$ cat src/rtl/pwm_capture_pkg.sv
`default_nettype none
// ============================================================================
// Module  : pwm_capture_pkg
// Purpose : Shared types for the PWM capture block (measurement FSM states).
// Ports   : none (package)
// Rev     : 1.0  initial release
// ============================================================================
package pwm_capture_pkg;

  // IDLE: no reference rising edge yet (after reset or loss of signal).
  // HIGH: input high since the reference rise, waiting for the fall.
  // LOW : input low, waiting for the rise that closes the period.
  typedef enum logic [1:0] {
    ST_IDLE = 2'd0,
    ST_HIGH = 2'd1,
    ST_LOW  = 2'd2
  } state_t;

endpackage : pwm_capture_pkg
`default_nettype wire

$ cat src/rtl/pwm_capture_if.sv
`default_nettype none
// ============================================================================
// Module  : pwm_capture_if
// Purpose : Bundles the PWM input and the measurement result signals.
// Ports   : pwm_in    - asynchronous PWM waveform
//           period    - cycles between the last two rising edges
//           high_time - cycles high within that period
//           valid     - one-cycle pulse when period/high_time update
//           timeout   - level, no complete period within 2^W-1 cycles
// Modports: master - the capture block (drives results)
//           slave  - the consumer (drives pwm_in, reads results)
// Rev     : 1.0  initial release
// ============================================================================
interface pwm_capture_if #(
  parameter int W = 27
) ();

  logic         pwm_in;
  logic [W-1:0] period;
  logic [W-1:0] high_time;
  logic         valid;
  logic         timeout;

  modport master (
    input  pwm_in,
    output period,
    output high_time,
    output valid,
    output timeout
  );

  modport slave (
    output pwm_in,
    input  period,
    input  high_time,
    input  valid,
    input  timeout
  );

endinterface : pwm_capture_if
`default_nettype wire

$ cat src/rtl/pwm_capture_sync_2ff.sv
`default_nettype none
// ============================================================================
// Module  : sync_2ff
// Purpose : Generic two-flop synchronizer for a single asynchronous input.
// Ports   : clk   - destination clock
//           rst_n - asynchronous active-low reset (output clears to 0)
//           d_i   - asynchronous input
//           q_o   - synchronized output, two clk edges of latency
// Rev     : 1.0  initial release
// ============================================================================
module sync_2ff (
  input  wire logic clk,
  input  wire logic rst_n,
  input  wire logic d_i,
  output logic      q_o
);

  logic meta_q;
  logic sync_q;

  always_ff @(posedge clk or negedge rst_n) begin
    if (!rst_n) begin
      meta_q <= 1'b0;
      sync_q <= 1'b0;
    end else begin
      meta_q <= d_i;
      sync_q <= meta_q;
    end
  end

  assign q_o = sync_q;

endmodule : sync_2ff
`default_nettype wire

$ cat src/rtl/pwm_capture.sv
`default_nettype none
// ============================================================================
// Module  : pwm_capture
// Purpose : Measures period and high time of a PWM waveform in clk cycles,
//           publishing one (period, high_time) pair per input period and
//           flagging loss of signal.
// Ports   : clk   - system clock
//           rst_n - asynchronous active-low reset
//           bus   - pwm_capture_if.master (pwm_in in; period, high_time,
//                   valid, timeout out; all outputs registered)
// Rev     : 1.0  initial release
// ============================================================================
module pwm_capture
  import pwm_capture_pkg::*;
#(
  parameter int W = 27
) (
  input  wire logic     clk,
  input  wire logic     rst_n,
  pwm_capture_if.master bus
);

  localparam logic [W-1:0] CNT_MAX = {W{1'b1}};
  localparam logic [W-1:0] CNT_ONE = {{(W-1){1'b0}}, 1'b1};

  logic         pwm_sync;
  logic         prev_q;
  logic         rise;
  logic         fall;
  logic         cnt_sat;
  logic [W-1:0] cnt_q;
  logic [W-1:0] cnt_d;
  state_t       state_q;
  logic [W-1:0] hi_tmp_q;
  logic [W-1:0] period_q;
  logic [W-1:0] high_time_q;
  logic         valid_q;
  logic         timeout_q;

  sync_2ff u_sync (
    .clk   (clk),
    .rst_n (rst_n),
    .d_i   (bus.pwm_in),
    .q_o   (pwm_sync)
  );

  // Both edges are detected from the same synchronized stream, so they see
  // identical latency and the measured counts are exact.
  assign rise    = pwm_sync & ~prev_q;
  assign fall    = ~pwm_sync & prev_q;
  assign cnt_sat = (cnt_q == CNT_MAX);

  // Free-running cycle counter, restarted at 1 on every rise so that its
  // value at the next edge equals the number of cycles elapsed.
  always_comb begin
    cnt_d = cnt_q;
    if (rise) begin
      cnt_d = CNT_ONE;
    end else if (!cnt_sat) begin
      cnt_d = cnt_q + CNT_ONE;
    end
  end

  always_ff @(posedge clk or negedge rst_n) begin
    if (!rst_n) begin
      prev_q      <= 1'b0;
      cnt_q       <= '0;
      state_q     <= ST_IDLE;
      hi_tmp_q    <= '0;
      period_q    <= '0;
      high_time_q <= '0;
      valid_q     <= 1'b0;
      timeout_q   <= 1'b0;
    end else begin
      prev_q  <= pwm_sync;
      cnt_q   <= cnt_d;
      valid_q <= 1'b0;
      case (state_q)
        // The first rise only starts a reference; the partial period before
        // it is never reported.
        ST_IDLE: begin
          if (rise) begin
            state_q <= ST_HIGH;
          end
        end
        // An edge takes priority over saturation arriving in the same cycle.
        ST_HIGH: begin
          if (fall) begin
            hi_tmp_q <= cnt_q;
            state_q  <= ST_LOW;
          end else if (cnt_sat) begin
            timeout_q <= 1'b1;
            state_q   <= ST_IDLE;
          end
        end
        ST_LOW: begin
          if (rise) begin
            period_q    <= cnt_q;
            high_time_q <= hi_tmp_q;
            valid_q     <= 1'b1;
            timeout_q   <= 1'b0;
            state_q     <= ST_HIGH;
          end else if (cnt_sat) begin
            timeout_q <= 1'b1;
            state_q   <= ST_IDLE;
          end
        end
        default: begin
          state_q <= ST_IDLE;
        end
      endcase
    end
  end

  assign bus.period    = period_q;
  assign bus.high_time = high_time_q;
  assign bus.valid     = valid_q;
  assign bus.timeout   = timeout_q;

endmodule : pwm_capture
`default_nettype wire
$ cat src/flat_wrapper.sv
// flat-port wrapper written by rule: the top's interface ports become plain ports
module pwm_capture_flat import pwm_capture_pkg::*;
#(
  parameter int W = 27
)
  (clk, rst_n, bus_pwm_in, bus_period, bus_high_time, bus_valid, bus_timeout);
  pwm_capture_if #(.W(W)) bus_i ();
  input  wire logic clk;
  input  wire logic rst_n;
  input wire logic [$bits(bus_i.pwm_in)-1:0] bus_pwm_in;
  output wire logic [$bits(bus_i.period)-1:0] bus_period;
  output wire logic [$bits(bus_i.high_time)-1:0] bus_high_time;
  output wire logic [$bits(bus_i.valid)-1:0] bus_valid;
  output wire logic [$bits(bus_i.timeout)-1:0] bus_timeout;
  assign bus_i.pwm_in = bus_pwm_in;
  assign bus_period = bus_i.period;
  assign bus_high_time = bus_i.high_time;
  assign bus_valid = bus_i.valid;
  assign bus_timeout = bus_i.timeout;
  pwm_capture #(.W(W)) u_core (.clk(clk), .rst_n(rst_n), .bus(bus_i));
endmodule
$ cat config.mk
export PLATFORM = sky130hd
export DESIGN_NAME = pwm_capture_flat
export DESIGN_NICKNAME = d
export VERILOG_FILES = /design/src/rtl/pwm_capture_pkg.sv /design/src/rtl/pwm_capture_if.sv /design/src/rtl/pwm_capture_sync_2ff.sv /design/src/rtl/pwm_capture.sv /design/src/flat_wrapper.sv
export SDC_FILE = /design/constraint.sdc
export NUM_CORES = 1
export LEC_CHECK = 0
export BUFFER_PORTS_ARGS = -buffer_cell sky130_fd_sc_hd__buf_4
export CAP_MARGIN = 0
export CELL_PAD_IN_SITES_DETAIL_PLACEMENT = 1
export CELL_PAD_IN_SITES_GLOBAL_PLACEMENT = 1
export CORE_MARGIN = 2
export CORE_UTILIZATION = 28
export CTS_CLUSTER_SIZE = 8
export DETAILED_ROUTE_END_ITERATION = 8
export GPL_TIMING_DRIVEN = 0
export PLACE_DENSITY = 0.49
export SYNTH_ARGS = -nofsm -noshare
export SYNTH_HDL_FRONTEND = slang
export SYNTH_SLANG_ARGS = --single-unit
$ cat constraint.sdc
create_clock -name clk -period 4.6 [get_ports clk]
set_input_delay 0 -clock clk [delete_from_list [all_inputs] [get_ports clk]]
set_output_delay 0 -clock clk [all_outputs]
set_load 0.01 [all_outputs]
==> results of run 1 <==
[where the power goes]
| part | switching, mW | internal, mW | total (mW) |
|---|---|---|---|
| Combinational | 0.119 | 0.129 | 0.248 |
| Sequential | 0.0566 | 1.09 | 1.14 |
| Clock | 0.455 | 0.930 | 1.39 |
[layout make-up]
type | count | area share (%)
clock inverter | 10 | 2.51
inverter | 1 | 0.0608
buffer | 15 | 1.26
clock buffer | 22 | 7.52
multi-input combinational | 219 | 29.7
tap | 220 | 4.46
timing repair buffer | 61 | 7.88
sequential | 115 | 46.6
[worst max-delay path, stage by stage, from the launching register on]
cell and delay [ns]:
dfrtp_1 0.40, nand2b_1 0.15, clkbuf_1 0.26, nor2_2 0.53
buf_2 0.39, mux2_2 0.38
[state kept, by name (all words and copies together), names as in the netlist, 2 cells and up]
name and count:
u_core.bus.high_time 27, u_core.cnt_q 27, u_core.bus.period 27, u_core.state_q 2
u_core.hi_tmp_q 27
[cell families (layout without fill, tap and decap cells)]
group | after synthesis | count (layout)
simple gates | 84 | 84
flops | 115 | 115
buf+inv | 16 | 109
mux | 81 | 81
fa+ha+maj | 1 | 1
xor+xnor | 17 | 17
compound gates | 36 | 36
[layer usage]
metal	GRT usage, %	part of all wire, %
met3	4.99	4.1
met2	20.1	47
met5	0	0
met4	3.68	1.1
met1	17.3	47
[final timing paths]
kind | from | slack [ns] | cells past startpoint | to
setup reg to reg | u_core.prev_q | 2.36 | 5 | u_core.bus.period[7]
min in group clk | bus_pwm_in | 0.24 | 2 | u_core.u_sync.meta_q
hold reg to reg | u_core.u_sync.meta_q | 0.35 | 0 | u_core.u_sync.q_o
setup / recovery | u_core.prev_q | 2.36 | 5 | u_core.bus.period[7]
max in group asynchronous | rst_n | 3.80 | 3 | u_core.hi_tmp_q[14]
hold / removal | rst_n | 0.11 | 2 | u_core.hi_tmp_q[6]
[per-stage QoR]
| stage | hold slack, ns | instances | area [sq um] | power, mW | utilization [%] |
|---|---|---|---|---|---|
| finish | 0.108 | 663 | 6170 | 2.78 | 37.1 |
| global route | 0.133 | 663 | 6170 | 2.91 | 37.1 |
| CTS | 0.120 | 663 | 6170 | 2.83 | 37.1 |
| detailed placement | -0.0121 | 629 | 5530 | 1.42 | 33.3 |
| global placement | 0.110 | 628 | 5500 | 1.41 | 33.1 |
| floorplan | -0.296 | 350 | 4790 | 1.29 | - |
[layout by cell type, fill, tap and decap left out, types with 5 or more instances in the layout]
cell,count
a21oi_1,12
buf_2,11
buf_4,57
clkbuf_1,6
clkbuf_16,17
dfrtp_1,115
mux2_1,5
mux2_2,76
nand2_1,16
nand3_1,8
nand4_1,5
nor2_1,25
o21ai_0,5
xnor2_1,14
[what timing repair did]
action                                 in CTS  in global routing
endpoints found under the hold margin      69                  0
hold buffers                                2                  0
gates resized for setup                     0                  0
==> impl_metrics.ini, run 1 <==
[run_status]
outcome = finished clean

[global_routing]
grt_pass1_wl_um = 17900
grt_max_degree = 66
grt_antenna_before_repair = 0
grt.total_usage_pct = 13.1
gr-total-overflow = 0
grt_pass1_vias = 3195

[timing]
finalHoldViolations = 0
maxSlewHeadroom_pct = 60.0
setup_viol = 0
period_share_pct = 48.8
final_max_slew_viol_count = 0
finalWorstSetupSlack_ns = 2.36
worst_pin_slew_ns = 0.600
rsz0062_at_grt = no
min_period_ns = 2.24
max_freq_mhz = 446
skew_ns = 0.00666
tns_ns = 0

[yosys]
ys_warn_count = 0
yosys.cell_count.top_type = dfrtp_1
synth_fa_ha_area_share_pct = 0.261
synth_ff_type = dfrtp_1
ys_types = 48
synth-compound-area-share_pct = 5.61
seq_area_frac_synth_pct = 60.1
async_flop_share_pct = 100
netlist_area_sq_mm = 0.00479
syn_inst = 350
synth_edf_count = 0
yosysTopAreaCell = dfrtp_1
syn_area_per_cell_sq_um = 13.7
muxShareOfSynthArea_pct = 19.0
synth.area.top_cells = dfrtp_1 60%, mux2_2 18%, xnor2_1 2.6%
synth_nets = 354
yosys.area_share.simple_pct = 10.2
synth_top_area_share_pct = 60.1
synth_top_family_by_area = multiplexers
synth-seq-cells = 115
synth_common_cells = 115 x dfrtp_1, 76 x mux2_2, 25 x nor2_1, 16 x nand2_1, 14 x xnor2_1
synth-xor-area-share_pct = 3.11

[finish]
area_delta_synth_final_pct = 28.8
multiInputGateArea_sq_mm = 0.00183
n_fill_cell = 1739
diodes = 0
nNetsFinal = 434
drive_gt1_share_pct = 44.0
regArea_sq_mm = 0.00288

[worst_setup_path]
path_max_fanout = 10
end_kind = register
critical_path_required_ns = 4.89
critical_path_class = reg2reg
cp.arrival_ns = 2.54
cp-start-kind = register

[pwr]
power.density_mw_per_mm2 = 450
p_leak_nw = 3.02
max-vdd-ir-drop_uv = 234

[routing]
antenna_left = 0
drc_errors = 0
wire_per_inst_um = 16.3
vias_per_cell = 4.59
wl_um = 10800
drtIter0Drc = 86
num_vias = 3044
dr.pass1.iters = 4

[die]
num_rows = 47
core_sq_mm = 0.0166
initial_core_util_pct = 28.8
die_h_um = 135
die_w_um = 135
die-area_sq_mm = 0.0182
ios = 59

[clocking]
clk_pin_slew_ns = 0.05
clock_path_buffers = 2
cts_setup_buffers = 0
worstSkewPairLatency_ns = 0.41
cts_tree = yes
htreeDepth = 4
cts_made_buffers = 17
clock-sinks = 115
clockRootBuffer = clkbuf_16

[place]
preCtsSetupSlack_ns = 2.26
io_buffers = 58
gp_congestion = 0.713
hpwl_um = 7210

[flow_run]
maxCapViolations = 0

[min_path]
worstHoldPathType = in2async
No activity file was read; power rests on OpenSTA's default activity.
==> inputs of run 2 (changes only) <==
--- a/config.mk
+++ b/config.mk
@@ -5,6 +5,7 @@
 export SDC_FILE = /design/constraint.sdc
 export NUM_CORES = 1
 export LEC_CHECK = 0
+export ABC_AREA = 1
 export BUFFER_PORTS_ARGS = -buffer_cell sky130_fd_sc_hd__buf_4
 export CAP_MARGIN = 0
 export CELL_PAD_IN_SITES_DETAIL_PLACEMENT = 1
@@ -14,7 +15,7 @@
 export CTS_CLUSTER_SIZE = 8
 export DETAILED_ROUTE_END_ITERATION = 8
 export GPL_TIMING_DRIVEN = 0
-export PLACE_DENSITY = 0.49
+export PLACE_DENSITY = 0.55
 export SYNTH_ARGS = -nofsm -noshare
 export SYNTH_HDL_FRONTEND = slang
 export SYNTH_SLANG_ARGS = --single-unit
==> constraint.sdc (replaced) <==
create_clock -name clk -period 1.9 [get_ports clk]
set_input_delay 0 -clock clk [delete_from_list [all_inputs] [get_ports clk]]
set_output_delay 0 -clock clk [all_outputs]
set_load 0.01 [all_outputs]
==> impl_metrics.ini, run 2 <==
[worst_setup_path]
r2r_start = u_core.cnt_q[0]
critical_path_required_ns = 2.26
path_max_fanout = 7
cp.arrival_ns = 2.07
end_kind = register
critical_path_class = reg2reg
cp-start-kind = register
startpoint = u_core.cnt_q[0]

[finish]
drive_gt1_share_pct = 17.8
nNetsFinal = 658
fin_area_sq_mm = 0.00626
final_common_cell = nand2_1
n_fill_cell = 2052
diodes = 0
mostFrequentLayoutCells = 242 x nand2_1, 114 x dfrtp_1, 64 x o21ai_0
area_delta_synth_final_pct = 29.0

[clocking]
worstSkewPairLatency_ns = 0.42
cts_made_buffers = 17
clock-sinks = 115
clock_path_buffers = 2
cts_tree = yes
clockRootBuffer = clkbuf_16
clk_pin_slew_ns = 0.05
htreeDepth = 4

[yosys]
synth-seq-cells = 115
ys_warn_count = 0
synth_edf_count = 0
synth_top_area_share_pct = 59.3
async_flop_share_pct = 100
syn_area_per_cell_sq_um = 8.46
seq_area_frac_synth_pct = 59.3
ys_types = 25
synth_ff_type = dfrtp_1
netlist_area_sq_mm = 0.00486
synth.area.top_cells = dfrtp_1 59%, nand2_1 19%, o21ai_0 6.7%
synth_common_cells = 242 x nand2_1, 115 x dfrtp_1, 65 x o21ai_0, 36 x nand3_1, 35 x inv_1
yosysTopAreaCell = dfrtp_1
syn_inst = 574
yosys.cell_count.top_type = nand2_1
synth_nets = 578

[die]
num_rows = 48
die-area_sq_mm = 0.0184
die_w_um = 136
initial_core_util_pct = 28.4
core_sq_mm = 0.0171
ios = 59
die_h_um = 136

[routing]
wire_per_inst_um = 16.8
vias_per_cell = 4.57
wl_um = 15000
antenna_left = 0
drtIter0Drc = 172
dr.pass1.iters = 4
drc_errors = 0
num_vias = 4073

[timing]
finalHoldViolations = 0
skew_ns = 0.00886
maxSlewHeadroom_pct = 53.6
min_period_ns = 1.71
final_max_slew_viol_count = 0
setup_viol = 0
max_freq_mhz = 584
worst_pin_slew_ns = 0.696
period_share_pct = 90.1
rsz0062_at_grt = no

[global_routing]
gr-total-overflow = 0
grt_max_degree = 63
grt_pass1_vias = 4338
grt_antenna_before_repair = 0
grt_pass1_wl_um = 24300
grt.total_usage_pct = 17.8

[min_path]
worstHoldPathType = in2async

[pwr]
power.density_mw_per_mm2 = 1100
p_leak_nw = 3.10
max-vdd-ir-drop_uv = 642
totalPowerFinal_mw = 6.86

[place]
gp_congestion = 0.891
io_buffers = 58
hpwl_um = 11200
placed_area_sq_mm = 0.00560

[flow_run]
maxCapViolations = 0

[run_status]
outcome = finished clean
-- run 2: changes by cell type after synthesis, sizes merged, moves of 6 or more --
cell    previous run  this run
nor2              27        42
a21oi             13         2
nand3              9        39
inv                1        37
nand2             18       244
clkbuf             3         9
mux2              81         0
xnor2             14         0
o21ai              5        65
-- run 2: kinds of logic (layout without fill, tap and decap cells) --
group | count (synthesis) | after routing | share of synthesized area [%]
AO/OA/AOI/OAI | 69 | 69 | 7.19
adder cells (fa/ha/maj) | 1 | 1 | 0.258
buffers and inverters | 58 | 151 | 5.13
flip-flops | 115 | 115 | 59.3
AND/OR/NAND/NOR | 331 | 331 | 28.2
-- run 2: per-layer routing --
layer	track usage (%)	share of wire (%)	vias up	wire, um
li1	-	-	1983	-
met1	23.8	48	2002	7150
met3	4.75	3.6	22	546
met4	6.60	2.0	0	295
met2	27.6	47	66	7020
met5	0	0	-	0
-- run 2: metrics by stage --
step / hold slack (ns) / std cells / setup WS [ns] / TNS, ns / util [%]
after global routing: 0.138 / 892 / 0.0288 / 0 / 36.6
after CTS: 0.126 / 892 / 0.0259 / 0 / 36.5
after floorplan: -0.296 / 574 / 0.458 / 0 / -
after detailed placement: -0.000501 / 858 / -0.0413 / -0.0703 / 32.7
after global placement: 0.118 / 857 / -0.0485 / -0.0713 / 32.6
final: 0.107 / 892 / 0.188 / 0 / 36.6
-- run 2: cell type report --
class                      instances  area [sq um]  share of cell area (%)
buffer                            20           108                    1.72
inverter                          38           144                    2.30
multi-input combinational        401          1740                    27.8
clock buffer                      24           502                    8.01
tap                              225           282                    4.49
sequential                       115          2880                    46.0
clock inverter                     8           123                    1.96
timing repair buffer              61           487                    7.77
-- run 2: critical path: stages (launching register included) --
cell	delay, ns
dfrtp_2	0.48
ha_4	0.21
nand3_2	0.12
nor2_1	0.35
inv_1	0.14
o21ai_0	0.18
nand3_1	0.09
nand2_1	0.08
-- run 2: repair_timing --
item,CTS,global route
hold buffers,2,0
setup buffers,0,0
gates resized for setup,2,6
hold endpoints to repair,54,0
setup endpoints to repair,7,36
-- run 2: power breakdown --
part | switching (mW) | internal (mW) | total, mW
sequential | 0.171 | 2.63 | 2.80
combinational | 0.455 | 0.259 | 0.714
clock | 1.11 | 2.23 | 3.35
-- run 2: worst paths after layout --
check / slack [ns] / cells past startpoint / to
worst min-delay path: 0.11 / 2 / u_core.bus.high_time[5]
max in group asynchronous: 1.10 / 3 / u_core.bus.period[22]
worst min register to register: 0.36 / 0 / u_core.u_sync.q_o
worst max-delay path: 0.19 / 7 / u_core.cnt_q[14]
worst max register to register: 0.19 / 7 / u_core.cnt_q[14]
min in group clk: 0.24 / 2 / u_core.u_sync.meta_q
==> inputs of run 3 (changes only) <==
--- a/config.mk
+++ b/config.mk
@@ -16,6 +16,7 @@
 export DETAILED_ROUTE_END_ITERATION = 8
 export GPL_TIMING_DRIVEN = 0
 export PLACE_DENSITY = 0.55
+export RECOVER_POWER = 25
 export SYNTH_ARGS = -nofsm -noshare
 export SYNTH_HDL_FRONTEND = slang
 export SYNTH_SLANG_ARGS = --single-unit
==> impl_metrics.ini, run 3 (synthesis results as in run 2) <==
[timing]
setup_viol = 0
tns_ns = 0
final_max_slew_viol_count = 0
period_share_pct = 90.1
max_freq_mhz = 584
min_period_ns = 1.71
finalHoldViolations = 0
worst_pin_slew_ns = 1.44
rsz0062_at_grt = no
maxSlewHeadroom_pct = 4.22
skew_ns = 0.00886

[pwr]
power.density_mw_per_mm2 = 1100
max-vdd-ir-drop_uv = 642
p_comb_share_pct = 10.4
switching_share_pct = 25.4
p_sw_mw = 1.74
p_leak_nw = 3.10
p_int_mw = 5.12
pwr-share-clk_pct = 48.8
seq_power_share_pct = 40.8

[place]
gp_congestion = 0.891
io_buffers = 58
placed_area_sq_mm = 0.00560
hpwl_um = 11200

[clocking]
clk_pin_slew_ns = 0.05
cts_tree = yes
clock_path_buffers = 2
cts_setup_buffers = 0
cts_made_buffers = 17
worstSkewPairLatency_ns = 0.42
clockRootBuffer = clkbuf_16
htreeDepth = 4
clock-sinks = 115

[routing]
drc_errors = 0
dr.pass1.iters = 4
wire_per_inst_um = 16.8
drtIter0Drc = 172
antenna_left = 0
num_vias = 4073
wl_um = 15000
vias_per_cell = 4.57

[die]
die-area_sq_mm = 0.0184
ios = 59
die_h_um = 136
die_w_um = 136
num_rows = 48
initial_core_util_pct = 28.4
core_sq_mm = 0.0171

[finish]
final_util_pct = 36.6
n_fill_cell = 2051
final_common_cell = nand2_1
diodes = 0
regArea_sq_mm = 0.00288
fin_area_sq_mm = 0.00626
mostFrequentLayoutCells = 242 x nand2_1, 114 x dfrtp_1, 64 x o21ai_0
drive_gt1_share_pct = 17.8
nNetsFinal = 658
multiInputGateArea_sq_mm = 0.00174
area_delta_synth_final_pct = 28.9

[global_routing]
grt_pass1_wl_um = 24300
grt_max_degree = 63
grt.total_usage_pct = 17.8
grt_pass1_vias = 4338
gr-total-overflow = 0
grt_antenna_before_repair = 0

[worst_setup_path]
critical_path_required_ns = 2.26
path_max_fanout = 7
critical_path_class = reg2reg
cp-start-kind = register
end_kind = register
cp.arrival_ns = 2.07

[min_path]
worstHoldPathType = in2reg

[run_status]
outcome = finished clean

[flow_run]
maxCapViolations = 0
run 3: cell types whose count changed in the layout (fill, tap and decap cells not counted):
cell      before  now
buf_6          3    2
buf_4         59   58
clkbuf_2       2    3
clkbuf_4       0    1
run 3: stage by stage:
stage	power, mW	setup slack (ns)	cells	hold slack (ns)
after global routing	7.18	0.0288	892	0.274
after CTS	6.93	0.0259	892	0.126
after floorplan	3.15	0.458	574	-0.296
after global placement	3.49	-0.0485	857	0.118
final	6.86	0.188	892	0.257
after detailed placement	3.53	-0.0413	858	-0.000501
run 3: cell type report:
| cell class | count | share of cell area [%] |
|---|---|---|
| plain buffers | 20 | 1.72 |
| clock buffers | 24 | 8.02 |
| clock inverters | 8 | 1.96 |
| inverters | 38 | 2.30 |
| multi-input cells | 401 | 27.8 |
| flip-flops and latches | 115 | 46.0 |
| well taps | 225 | 4.50 |
| repair buffers | 61 | 7.68 |
run 3: power by group through the flow:
stage | combinational, mW | clock [mW] | sequential (mW)
6_report | 0.713 | 3.35 | 2.80
5_1_grt | 0.810 | 3.55 | 2.82
4_1_cts | 0.713 | 3.43 | 2.79
3_5_place_dp | 0.702 | 0 | 2.83
3_3_place_gp | 0.673 | 0 | 2.82
2_1_floorplan | 0.336 | 0 | 2.81
run 3: worst paths after layout:
check / from / end / slack, ns / cells past startpoint
worst max-delay path: u_core.cnt_q[0] / u_core.cnt_q[14] / 0.19 / 7
worst min-delay path: bus_pwm_in / u_core.u_sync.meta_q / 0.26 / 2
worst max register to register: u_core.cnt_q[0] / u_core.cnt_q[14] / 0.19 / 7
worst min register to register: u_core.u_sync.meta_q / u_core.u_sync.q_o / 0.36 / 0
max in group asynchronous: rst_n / u_core.cnt_q[0] / 0.47 / 2
min in group asynchronous: rst_n / u_core.bus.high_time[5] / 0.46 / 2
run 3: worst max-delay path, stage by stage, from the launching register on:
cell     delay (ns)
dfrtp_2        0.48
ha_4           0.21
nand3_2        0.12
nor2_1         0.35
inv_1          0.14
o21ai_0        0.18
nand3_1        0.09
nand2_1        0.08
run 3: layer usage:
| metal | global-route usage, % | vias to the layer above | routed length (um) |
|---|---|---|---|
| met5 | 0 | - | 0 |
| met4 | 6.60 | 0 | 295 |
| met3 | 4.75 | 22 | 546 |
| met2 | 27.6 | 66 | 7020 |
| met1 | 23.8 | 2002 | 7150 |
| li1 | - | 1983 | - |
run 3: timing repair:
| action | 4_1_cts | 5_1_grt |
|---|---|---|
| hold buffers | 2 | 0 |
| setup endpoints to repair | 7 | 36 |
| endpoints found under the hold margin | 54 | 0 |
| cloned | 0 | 0 |
| gates resized for setup | 2 | 6 |
